--- src/rtl/ex_dmem_req.sv ---
// EX-stage data-memory request unit: SRAM-like req/addr_ok handshake, byte-lane alignment,
// and filtering of responses orphaned by flush. Define DMEM_ALE_CHECK_EN to enable misaligned-address detection.
module ex_dmem_req #(
    parameter int DISCARD_CNT_W = 2
) (
    input  logic        clk,
    input  logic        resetn,
    input  logic        ex_valid,
    input  logic        ex_mem_en,
    input  logic        ex_mem_we,
    input  logic [1:0]  ex_size,
    input  logic [31:0] ex_addr,
    input  logic [31:0] ex_rkd_value,
    input  logic        ex_excep_in,
    input  logic        mem_allowin,
    input  logic        mem_waiting,
    input  logic        flush,
    output logic        data_sram_req,
    output logic        data_sram_wr,
    output logic [1:0]  data_sram_size,
    output logic [31:0] data_sram_addr,
    output logic [3:0]  data_sram_wstrb,
    output logic [31:0] data_sram_wdata,
    input  logic        data_sram_addr_ok,
    input  logic        data_sram_data_ok,
    output logic        mem_data_ok,
    output logic        ex_ready_go,
    output logic        ex_sram_requed,
    output logic        ex_excep_ale
);
    typedef enum logic [1:0] {S_IDLE, S_REQ, S_DONE, S_CANCEL} state_t;

    localparam logic [DISCARD_CNT_W-1:0] CNT_MAX = '1;

    state_t                   state_reg, state_next;
    logic [DISCARD_CNT_W-1:0] discard_cnt_reg, discard_cnt_next;

    logic        wr_reg;
    logic [1:0]  size_reg;
    logic [31:0] addr_reg;
    logic [3:0]  wstrb_reg;
    logic [31:0] wdata_reg;

    logic        ale;
    logic        mem_op;
    logic        need_req;
    logic        cnt_full;
    logic        req;
    logic        accept;
    logic        ready_go;
    logic        requed;
    logic        move;
    logic        use_latched;
    logic        filt_data_ok;
    logic        orphan_inc;
    logic        wait_inc;
    logic        cnt_dec;
    logic [DISCARD_CNT_W:0] cnt_sum;
    logic [3:0]  wstrb_calc;
    logic [31:0] wdata_calc;

`ifdef DMEM_ALE_CHECK_EN
    assign ale = ex_valid & ex_mem_en & ~ex_excep_in &
                 (((ex_size == 2'd1) & ex_addr[0]) |
                  ((ex_size == 2'd2) & (ex_addr[1:0] != 2'b00)));
`else
    assign ale = 1'b0;
`endif

    assign mem_op   = ex_mem_en & ~ex_excep_in & ~ale;
    assign need_req = ex_valid & mem_op;
    assign cnt_full = (discard_cnt_reg == CNT_MAX);

    // Per-lane strobe and data replication; size 3 is treated like a word.
    for (genvar gi = 0; gi < 4; gi++) begin : g_lane
        localparam logic [1:0] LANE = 2'(gi);
        localparam logic       HI   = (gi >= 2);
        assign wdata_calc[gi*8 +: 8] =
            (ex_size == 2'd0) ? ex_rkd_value[7:0] :
            (ex_size == 2'd1) ? ex_rkd_value[(gi % 2)*8 +: 8] :
                                ex_rkd_value[gi*8 +: 8];
        assign wstrb_calc[gi] = ex_mem_we &
            ((ex_size == 2'd0) ? (ex_addr[1:0] == LANE) :
             (ex_size == 2'd1) ? (ex_addr[1] == HI) : 1'b1);
    end

    // Once a request is raised its fields come from the capture registers, so a
    // cancelled request stays stable even after EX has moved on.
    assign use_latched = (state_reg == S_REQ) || (state_reg == S_CANCEL);

    assign req = ((state_reg == S_IDLE) & need_req & mem_allowin & ~cnt_full & ~flush) |
                 (state_reg == S_REQ) | (state_reg == S_CANCEL);
    assign accept   = req & data_sram_addr_ok;
    assign ready_go = ~mem_op | (state_reg == S_DONE) | (accept & (state_reg != S_CANCEL));
    assign requed   = (state_reg == S_DONE) |
                      (accept & ((state_reg == S_IDLE) | (state_reg == S_REQ)));
    assign move     = ready_go & mem_allowin;

    assign filt_data_ok = data_sram_data_ok & (discard_cnt_reg == '0);

    // DONE only persists while MEM is stalled: if the instruction advances in the
    // accept cycle, the unit is already free for the next one.
    always_comb begin
        state_next = state_reg;
        orphan_inc = 1'b0;
        case (state_reg)
            S_IDLE: begin
                if (req) begin
                    if (data_sram_addr_ok) state_next = move ? S_IDLE : S_DONE;
                    else                   state_next = S_REQ;
                end
            end
            S_REQ: begin
                if (flush) begin
                    if (data_sram_addr_ok) begin
                        orphan_inc = 1'b1;
                        state_next = S_IDLE;
                    end else begin
                        state_next = S_CANCEL;
                    end
                end else if (data_sram_addr_ok) begin
                    state_next = move ? S_IDLE : S_DONE;
                end
            end
            S_DONE: begin
                if (flush) begin
                    orphan_inc = 1'b1;
                    state_next = S_IDLE;
                end else if (move) begin
                    state_next = S_IDLE;
                end
            end
            S_CANCEL: begin
                if (data_sram_addr_ok) begin
                    orphan_inc = 1'b1;
                    state_next = S_IDLE;
                end
            end
            default: state_next = S_IDLE;
        endcase
    end

    // Net counter update, clamped at the maximum instead of wrapping.
    assign wait_inc = flush & mem_waiting & ~filt_data_ok;
    assign cnt_dec  = data_sram_data_ok & (discard_cnt_reg != '0);

    always_comb begin
        cnt_sum = {1'b0, discard_cnt_reg}
                + (DISCARD_CNT_W+1)'(orphan_inc)
                + (DISCARD_CNT_W+1)'(wait_inc)
                - (DISCARD_CNT_W+1)'(cnt_dec);
        discard_cnt_next = discard_cnt_reg;
        if (cnt_sum > {1'b0, CNT_MAX}) discard_cnt_next = CNT_MAX;
        else                           discard_cnt_next = cnt_sum[DISCARD_CNT_W-1:0];
    end

    always_ff @(posedge clk) begin
        if (!resetn) begin
            state_reg       <= S_IDLE;
            discard_cnt_reg <= '0;
            wr_reg          <= 1'b0;
            size_reg        <= 2'd0;
            addr_reg        <= 32'd0;
            wstrb_reg       <= 4'd0;
            wdata_reg       <= 32'd0;
        end else begin
            state_reg       <= state_next;
            discard_cnt_reg <= discard_cnt_next;
            if ((state_reg == S_IDLE) && req) begin
                wr_reg    <= ex_mem_we;
                size_reg  <= ex_size;
                addr_reg  <= ex_addr;
                wstrb_reg <= wstrb_calc;
                wdata_reg <= wdata_calc;
            end
        end
    end

    // Outputs are forced low while reset is held.
    assign data_sram_req   = resetn & req;
    assign data_sram_wr    = resetn & (use_latched ? wr_reg : ex_mem_we);
    assign data_sram_size  = !resetn ? 2'd0  : (use_latched ? size_reg  : ex_size);
    assign data_sram_addr  = !resetn ? 32'd0 : (use_latched ? addr_reg  : ex_addr);
    assign data_sram_wstrb = !resetn ? 4'd0  : (use_latched ? wstrb_reg : wstrb_calc);
    assign data_sram_wdata = !resetn ? 32'd0 : (use_latched ? wdata_reg : wdata_calc);
    assign mem_data_ok     = resetn & filt_data_ok;
    assign ex_ready_go     = resetn & ready_go;
    assign ex_sram_requed  = resetn & requed;
    assign ex_excep_ale    = resetn & ale;

endmodule

--- config.mk ---
export PLATFORM = sky130hd
export DESIGN_NAME = ex_dmem_req
export DESIGN_NICKNAME = d
export VERILOG_FILES = /design/src/rtl/ex_dmem_req.sv
export SDC_FILE = /design/constraint.sdc
export NUM_CORES = 1
export LEC_CHECK = 0
export CORE_AREA = 2 2 102 104
export DETAILED_ROUTE_END_ITERATION = 10
export DIE_AREA = 0 0 104 106
export HOLD_SLACK_MARGIN = 0.08
export PLACE_DENSITY = 0.86
export SLEW_MARGIN = 20
export SYNTH_ARGS = -nofsm -noshare
export SYNTH_HDL_FRONTEND = slang
export SYNTH_SLANG_ARGS = --single-unit
--- constraint.sdc ---
create_clock -name clk -period 3.4 [get_ports clk]
set_input_delay 0.34 -clock clk [delete_from_list [all_inputs] [get_ports clk]]
set_output_delay 0.34 -clock clk [all_outputs]
set_load 0.1 [all_outputs]
==> impl_results.md, run 1 <==
- Most common cell after layout, fill and taps aside: nand2_1
- Core area: between 9000 and 10000 sq um
- Clock sinks: 75
- First-pass GRT wire length: 20.1 mm
- Psw: 992 uW
- Final Cycle Share: around 84%
- Die X: between 100 and 150 um
- Top-level I/O count: about 150
- Clock transition at path regs: ~0.080 ns
- Iter 0 DRT Violations: between 150 and 200
- Total Wirelength: 12.3 mm
- CTS resizes: 0
- Synth async-reset ratio: 0%
- Slew Limit Headroom: between 30% and 40%
- Sw frac: about two fifths
- Pint: around 1.6 mW
- Achievable clock frequency: 0.348 GHz
- Pleak: between 2 and 3 nW
- Status: finished, final reports clean
- Ys Warns: 0
- Cell Rows: 37
- CP Max Fanout: between 60 and 70
- Setup slack, reg-to-reg: between 0.7 and 0.8 ns
- GRT Overall Usage: 22.1%
- CTS tree: done
- Endpoint class of the critical path: output port
- Area leader, netlist: dfxtp_1
- Clock network fraction of total power: ~27%
- Yosys reg bits: 75
- HP Class: register to register
- Required time of the critical path: roughly 3 ns
- Total chip power: around 2.6 mW
- Residual DRC: 0
- Mapped cell area: ~4600 sq um
- Initial antenna violation count: 0
- Reg2Reg Launch Point: state_reg[0]$_SDFFE_PN0P_
- Top area cells in the synthesized netlist: dfxtp_1, mux2i_1, nand2_1
- Total Negative Setup Slacks: 0 ns
- PnR worst setup slack: 0.527 ns
- Sequential power share: a little over a third
- Die area: around 11000 sq um
- First-pass detailed-route iteration total: 4
- Syn_area_per_cell: around 7.8 sq um
- # setup viols final: 0
- Grt total ovfl: 0
- H-Tree Level Count: 3
- Comb power frac: approximately 36%
- Syn_nets: between 600 and 700
- Place WS: between 0.5 and 0.6 ns
- Seq/Total Area, Yosys: between 30% and 40%
- Clock Latency Late Sink: approximately 0.34 ns
- CP startpoint: state_reg[0]$_SDFFE_PN0P_
- PD cells: 396 nW/um^2
- Vias: 4446
- CP Data Arrival Time: 2.53 ns
- Fraction of layout cells with a size suffix above 1: about 15%
- Initial Utilization: between 40 and 50%
- Post-synth top flop: dfxtp_1
- RSZ-0062 raised after global routing: false
- DPL Wire Length: just under 9 mm
- Max-slew violation count: 0
- Synth top area share: between 30% and 40%
- Via/cell ratio: about 5.2
- Diode count: 0
- Fill count: 809
- ANT nets after route: 0
- Max Cap Viol: 0
- Vias in the first global route: 4312
- Postcts setup bufs: 0
- Die Ht: 106 um
- Layout area overhead: 41.2%
- Min-delay src: addr_reg[5]$_SDFFE_PN0P_
- Max IR drop VDD: between 0.2 and 0.25 mV
- Clk buf depth: 2
- Crit path launch type: register
- Most frequent cells in the layout: nand2_1, clkdlybuf4s50_1, dfxtp_1
- Unique masters post-synth: 35
- TritonCTS Buffers: 9
- GP Congestion: 0.821
- # hold bufs at CTS: 0
- Slew @ Worst Pin: 0.926 ns
- Crit path time final: approximately 2.9 ns
- Final Hold Viols: 0
- EDFF count, synth: 0
- Avg WL per Cell: approximately 15 um
- Port Buf Inserts: about 150
- Critical path class: register to output port
- Nets@finish: approximately 800
- Largest net degree at the start of global routing: 79
- Post-synthesis cell count: 587
- Root Buffer: clkbuf_8
- Clk_skew: approximately 0.009 ns
## cells in the mapped netlist, types with 2 or more instances
library cell	number
nor2_1	13
dfxtp_1	75
nor2b_1	48
o21ai_0	47
and3_1	2
nand2b_1	2
a21oi_1	11
mux2i_1	68
a21boi_0	46
nand2_1	147
o211a_1	16
and2_1	41
clkbuf_1	26
buf_2	13
fa_1	2
buf_4	8
buf_1	2
inv_1	3
## metrics by stage
stage	instances	cell area [sq um]	util (%)	hold WS, ns
6_report	849	6470	64.7	0.466
5_1_grt	849	6470	64.7	0.491
4_1_cts	849	6470	64.7	0.469
3_5_place_dp	833	6270	62.7	0.457
3_3_place_gp	833	6270	62.7	0.449
2_1_floorplan	587	4580	-	0.412
## path summary, 6_finish.rpt
check             depth (start not counted)                       endpoint
setup / recovery                          4             data_sram_wdata[5]
hold / removal                            2       addr_reg[5]$_SDFFE_PN0P_
setup reg to reg                          7  discard_cnt_reg[0]$_SDFF_PN0_
hold reg to reg                           2       addr_reg[5]$_SDFFE_PN0P_
## power by group through the flow
stage | registers (mW) | logic, mW | clock network [mW]
6_report | 0.929 | 0.930 | 0.703
5_1_grt | 0.935 | 0.978 | 0.767
4_1_cts | 0.929 | 0.934 | 0.723
3_5_place_dp | 0.950 | 0.931 | 0
3_3_place_gp | 0.948 | 0.916 | 0
2_1_floorplan | 0.944 | 0.627 | 0
## cell type report
type                       instances  area [sq um]  share of cell area [%]
timing repair buffer             159          1740                    27.0
sequential                        75          1510                    23.3
clock inverter                     7          77.6                    1.20
inverter                           3          11.3                   0.174
tap                              136           170                    2.63
clock buffer                       9           124                    1.91
multi-input combinational        460          2840                    43.9
## routing by layer
layer,vias to the layer above,GRT usage [%],part of all wire (%)
met1,2048,26.7,43
met4,0,9.85,3.0
met5,-,0,0
met2,162,37.9,49
li1,2199,-,-
met3,37,4.60,5.7
## worst max-delay path, stage by stage, from the launching register on
cell and delay (ns):
dfxtp_4 0.66, buf_4 0.77, mux2i_1 0.18, nor2b_1 0.20
buf_4 0.32
## cell families (layout without fill, tap and decap cells)
| kind of cell | after synthesis | count (layout) | share of synthesized area [%] |
|---|---|---|---|
| and+or+nand+nor | 259 | 259 | 27.0 |
| adders and majority gates | 3 | 3 | 1.15 |
| xor gates and xnor gates | 1 | 1 | 0.191 |
| other | 1 | 1 | 0.0818 |
| AOI/OAI and AO/OA | 127 | 127 | 18.5 |
| muxes | 69 | 69 | 15.1 |
| buffers and inverters | 52 | 178 | 5.27 |
| DFF | 75 | 75 | 32.8 |
No activity file was read; power rests on OpenSTA's default activity.
==> run 2, diff against run 1 <==
==> constraint.sdc (replaced) <==
create_clock -name clk -period 3 [get_ports clk]
set_input_delay 0.3 -clock clk [delete_from_list [all_inputs] [get_ports clk]]
set_output_delay 0.3 -clock clk [all_outputs]
set_load 0.1 [all_outputs]
==> run 2 against run 1 <==
  * Sequential cell count is the same
  * Core utilization grew 0.56 points
  * Wire length shrank 1.3%
  * Combinational power grew 15%
  * Critical path depth grew 2
  * Global-route usage shrank 0.38 points
  * Sequential power grew 13%
  * Die area is the same
  * Critical path type is now input pin to output port
  * Largest power group unchanged
  * Highest routed layer unchanged
==> impl_results.md, run 2 (same netlist as run 1, synthesis figures left out) <==
- Clock Latency Late Sink: 0.35 ns (about the same)
- Avg WL per Cell: 14.3 um (-1.2%)
- Slew Limit Headroom: 49.3% (+11 points)
- Layout area overhead: 42.5%
- Total Wirelength: 12.2 mm (-1.3%)
- Critical path class: input pin to output port
- RSZ-0062 raised after global routing: false
- Clk buf depth: 2 (unchanged)
- Initial Utilization: 45.8% (unchanged)
- Clock sinks: 75 (unchanged)
- Slew @ Worst Pin: 0.760 ns (-0.166 ns)
- First-pass detailed-route iteration total: 4 (unchanged)
- Worst-path cell chain: clkdlybuf4s50_1 > nor2_2 > mux2i_1 > o21ai_0 > and2_1 > buf_12
- DPL Wire Length: 8.70 mm (+0.26%)
- GRT Overall Usage: 21.7% (-0.38 points)
- GP Congestion: 0.857 (+4.4%)
- Endpoint class of the critical path: output port
- Max Cap Viol: 0 (unchanged)
- Total Negative Setup Slacks: 0 ns (unchanged)
- Die X: 104 um (unchanged)
- PnR worst setup slack: 0.345 ns (-0.182 ns)
- H-Tree Level Count: 3 (unchanged)
- Largest net degree at the start of global routing: 92 (+16%)
- CP Max Fanout: 8 (-87%)
- Met3 WL: 738 um (+4.8%)
- Most frequent cells in the layout: nand2_1, clkdlybuf4s50_1, dfxtp_1
- Cell Rows: 37 (unchanged)
- Place WS: 0.166 ns (-0.384 ns)
- Clk_skew: 0.0179 ns (+0.00887 ns)
- Final Cycle Share: 88.5%
- Nets@finish: 787 (-0.13%)
- # hold bufs at CTS: 0 (unchanged)
- Via/cell ratio: 5.17 (-1.3%)
- Met1 WL: 5.10 mm (-2.7%)
- WHS: 0.443 ns (-0.0233 ns)
- HP Class: input pin to register
- Die Ht: 106 um (unchanged)
- Iter 0 DRT Violations: 251 (+41%)
- Core area: 10000 sq um (unchanged)
- Die area: 11000 sq um (unchanged)
- Fill count: 854 (+5.6%)
- Grt total ovfl: 0 (unchanged)
- Max IR drop VDD: 0.253 mV (+24%)
- Root Buffer: clkbuf_8
- Residual DRC: 0 (unchanged)
- Achievable clock frequency: about 0.38 GHz
- CTS tree: done
- Top-level I/O count: 153 (unchanged)
- Required time of the critical path: 2.70 ns (-0.36 ns)
- Final Hold Viols: 0 (unchanged)
- First-pass GRT wire length: 20.0 mm (-0.79%)
- CP Data Arrival Time: 2.36 ns (-0.17 ns)
- Crit path time final: 2.66 ns
- Vias in the first global route: 4289 (-0.53%)
- Vias: 4384 (-1.4%)
- Clock transition at path regs: 0.09 ns (about the same)
- Crit path launch type: input pin
- Crit path max-delay cell type: clkdlybuf4s50_1
- Fraction of layout cells with a size suffix above 1: 14.6% (-0.12 points)
- # setup viols final: 0 (unchanged)
- CTS resizes: 0 (unchanged)
- Status: finished, final reports clean
- Postcts setup bufs: 0 (unchanged)
- PD cells: 442 nW/um^2 (+12%)
- Top routing layer in use: met4
- Pleak: 2.56 nW (+0.71%)
- Diode count: 0 (unchanged)
- Slowest stage delay, CP: 0.66 ns (-0.11 ns)
- Port Buf Inserts: 151 (unchanged)
- Routed wl met2: 5.99 mm (-0.43%)
- Most common cell after layout, fill and taps aside: nand2_1
- TritonCTS Buffers: 9 (unchanged)
- Initial antenna violation count: 0 (unchanged)
- Max-slew violation count: 0 (unchanged)
- ANT nets after route: 0 (unchanged)
run 2: cell types whose count changed in the layout (fill, tap and decap cells not counted):
cell,before,now
buf_4,55,48
buf_12,29,35
clkinv_2,1,4
clkinv_4,3,0
run 2: area by class of cell:
cell class                      instances  area (sq um)  area share [%]
Multi-Input combinational cell        460          2840            43.5
Tap cell                              136           170            2.61
Inverter                                3          11.3           0.173
Sequential cell                        75          1510            23.1
Timing Repair Buffer                  158          1810            27.8
Clock buffer                            9           124            1.90
Clock inverter                          7          66.3            1.02
run 2: worst paths after layout:
path / from / endpoint / slack [ns] / cells after the start
hold / removal: resetn / addr_reg[13]$_SDFFE_PN0P_ / 0.44 / 2
setup / recovery: ex_size[0] / data_sram_wdata[8] / 0.34 / 6
hold reg to reg: wdata_reg[2]$_SDFFE_PN0P_ / wdata_reg[2]$_SDFFE_PN0P_ / 0.46 / 2
setup reg to reg: state_reg[0]$_SDFFE_PN0P_ / discard_cnt_reg[1]$_SDFF_PN0_ / 0.63 / 7
run 2: power breakdown:
group / internal, mW / switching, mW / total, mW
Clock: 0.381 / 0.383 / 0.764
Combinational: 0.369 / 0.697 / 1.07
Sequential: 1.03 / 0.0251 / 1.05
Total: 1.78 / 1.11 / 2.88
run 2: per-stage QoR:
step	cell area, sq um	cells	util (%)	power, mW
final	6530	848	65.3	2.88
after global routing	6530	848	65.3	3.00
after CTS	6530	848	65.3	2.90
after detailed placement	6340	832	63.4	2.14
after global placement	6340	832	63.4	2.12
after floorplan	4580	587	-	1.78
run 2: per-layer routing:
| metal | vias to the layer above | track usage (%) |
|---|---|---|
| met5 | - | 0 |
| met1 | 2011 | 26.2 |
| li1 | 2192 | - |
| met3 | 27 | 4.72 |
| met2 | 154 | 38.0 |
| met4 | 0 | 7.92 |
run 2: worst max-delay path, delay by kind of cell:
family,cells,cell delay (ns)
buffers and inverters,2,0.83
multiplexers,1,0.30
AO/OA/AOI/OAI,1,0.11
AND/OR/NAND/NOR,2,0.80
==> run 3, diff against run 2 <==
--- a/config.mk
+++ b/config.mk
@@ -10,6 +10,7 @@
 export DIE_AREA = 0 0 104 106
 export HOLD_SLACK_MARGIN = 0.08
 export PLACE_DENSITY = 0.86
+export RECOVER_POWER = 25
 export SLEW_MARGIN = 20
 export SYNTH_ARGS = -nofsm -noshare
 export SYNTH_HDL_FRONTEND = slang
==> run 3 against run 2 <==
  * Sequential share of layout area up 0.17 points
  * Power decreased by 0.24%
  * First-iteration DRC count fell by 9.6%
  * Worst hold slack improved by 0.0033 ns
  * Fmax down 0.22%
  * Cell count stayed put
  * Global-route usage is the same
  * Non-clock buffer count stayed put
  * Critical endpoint unchanged
==> impl_results.md, run 3 (same netlist as run 1, synthesis figures left out) <==
- Status: finished, final reports clean
- Die Ht: 106 um (unchanged)
- Fill count: 862 (+0.94%)
- Achievable clock frequency: 0.376 GHz (-0.22%)
- Slew @ Worst Pin: 1.24 ns (+0.484 ns)
- Clock sinks: 75 (unchanged)
- Die area: 11000 sq um (unchanged)
- CP Max Fanout: 8 (unchanged)
- Layout area overhead: 41.4%
- Pint: 1.77 mW (-0.26%)
- Root Buffer: clkbuf_8
- First-pass GRT wire length: 20.0 mm (unchanged)
- Iter 0 DRT Violations: 227 (-9.6%)
- Comb power frac: 36.9% (about the same)
- TritonCTS Buffers: 9 (unchanged)
- Most common cell after layout, fill and taps aside: nand2_1
- GP Congestion: 0.857 (unchanged)
- Total chip power: 2.88 mW (-0.24%)
- Residual DRC: 0 (unchanged)
- Final Hold Viols: 0 (unchanged)
- Max IR drop VDD: 0.253 mV (-0.14%)
- Fraction of layout cells with a size suffix above 1: 14.2% (-0.42 points)
- Crit path launch type: input pin
- Clk buf depth: 2 (unchanged)
- Total Wirelength: 12.2 mm (+0.14%)
- Final Cycle Share: 88.7% (+0.20 points)
- GRT Overall Usage: 21.7% (unchanged)
- Max Cap Viol: 0 (unchanged)
- Total Negative Setup Slacks: 0 ns (unchanged)
- Slew Limit Headroom: 17.0% (-32 points)
- Vias: 4358 (-0.59%)
- Nets@finish: 787 (unchanged)
- CP Data Arrival Time: 2.36 ns (about the same)
- Max-slew violation count: 0 (unchanged)
- Most frequent cells in the layout: nand2_1, dfxtp_1, clkdlybuf4s50_1
- Die X: 104 um (unchanged)
- Grt total ovfl: 0 (unchanged)
- Critical path class: input pin to output port
- Place WS: 0.166 ns (unchanged)
- WHS: 0.446 ns (+0.00329 ns)
- Pleak: 2.54 nW (-0.74%)
- DPL Wire Length: 8.70 mm (unchanged)
- Final Core Density: 64.8% (-0.48 points)
- Vias in the first global route: 4289 (unchanged)
- Multi-input logic area: 2820 sq um (-0.57%)
- Register Area: 1510 sq um (unchanged)
- Core area: 10000 sq um (unchanged)
- Clock network fraction of total power: 26.6% (about the same)
- Initial Utilization: 45.8% (unchanged)
- Required time of the critical path: 2.70 ns (about the same)
- # setup viols final: 0 (unchanged)
- Largest net degree at the start of global routing: 92 (unchanged)
- Sequential power share: 36.6% (about the same)
- PnR worst setup slack: 0.339 ns (-0.00593 ns)
- Avg WL per Cell: 14.4 um (+0.14%)
- # hold bufs at CTS: 0 (unchanged)
- Top-level I/O count: 153 (unchanged)
- Worst reg2reg path depth: 6 (-1)
- PD cells: 444 nW/um^2 (+0.49%)
- Endpoint class of the critical path: output port
- Postcts setup bufs: 0 (unchanged)
- Via/cell ratio: 5.14 (-0.59%)
- Diode count: 0 (unchanged)
- RSZ-0062 raised after global routing: false
- CTS resizes: 0 (unchanged)
- First-pass detailed-route iteration total: 5 (+1)
- Psw: 1.10 mW (-0.21%)
- Sw frac: 38.4% (about the same)
- Clock Latency Late Sink: 0.35 ns (about the same)
- CTS tree: done
- HP Class: input pin to register
- Hold Path Stages: 2 (unchanged)
- H-Tree Level Count: 3 (unchanged)
- Port Buf Inserts: 151 (unchanged)
- Cell Rows: 37 (unchanged)
- Clk_skew: 0.0179 ns (+0.0000812 ns)
- Crit path time final: 2.66 ns (+0.00593 ns)
- Initial antenna violation count: 0 (unchanged)
- Clock transition at path regs: 0.09 ns (about the same)
- ANT nets after route: 0 (unchanged)
run 3: path summary, 6_finish.rpt:
path / slack [ns] / to / from
max: 0.34 / data_sram_wdata[8] / ex_size[0]
min reg2reg: 0.46 / addr_reg[8]$_SDFFE_PN0P_ / addr_reg[8]$_SDFFE_PN0P_
max reg2reg: 0.45 / wstrb_reg[3]$_SDFFE_PN0P_ / state_reg[0]$_SDFFE_PN0P_
min: 0.45 / addr_reg[13]$_SDFFE_PN0P_ / resetn
run 3: area by class of cell:
class | count | share of cell area (%)
multi-input cells | 460 | 43.6
repair buffers | 158 | 27.5
well taps | 136 | 2.63
clock buffers | 9 | 1.91
flip-flops and latches | 75 | 23.2
inverters | 3 | 0.174
clock inverters | 7 | 1.02
run 3: critical path, stage by stage:
cell and delay, ns:
clkdlybuf4s50_1 0.67, nor2_2 0.57, mux2i_1 0.30, o21ai_0 0.11, and2_1 0.23, buf_12 0.17
run 3: power groups by stage:
stage	clock [mW]	sequential (mW)	combinational (mW)
floorplan	0	1.07	0.711
global placement	0	1.07	1.05
detailed placement	0	1.07	1.06
CTS	0.785	1.05	1.07
global route	0.825	1.06	1.11
finish	0.764	1.05	1.06
run 3: metal layers:
| metal | global-route usage (%) | up-vias | part of all wire [%] |
|---|---|---|---|
| li1 | - | 2189 | - |
| met1 | 26.2 | 2000 | 42 |
| met2 | 38.0 | 144 | 49 |
| met3 | 4.72 | 25 | 6.2 |
| met4 | 7.92 | 0 | 2.7 |
| met5 | 0 | - | 0 |
run 3: stage by stage:
stage                     std cells  instance area [sq um]
after global routing            848                   6480
after detailed placement        832                   6340
after global placement          832                   6340
after floorplan                 587                   4580
after CTS                       848                   6530
final                           848                   6480
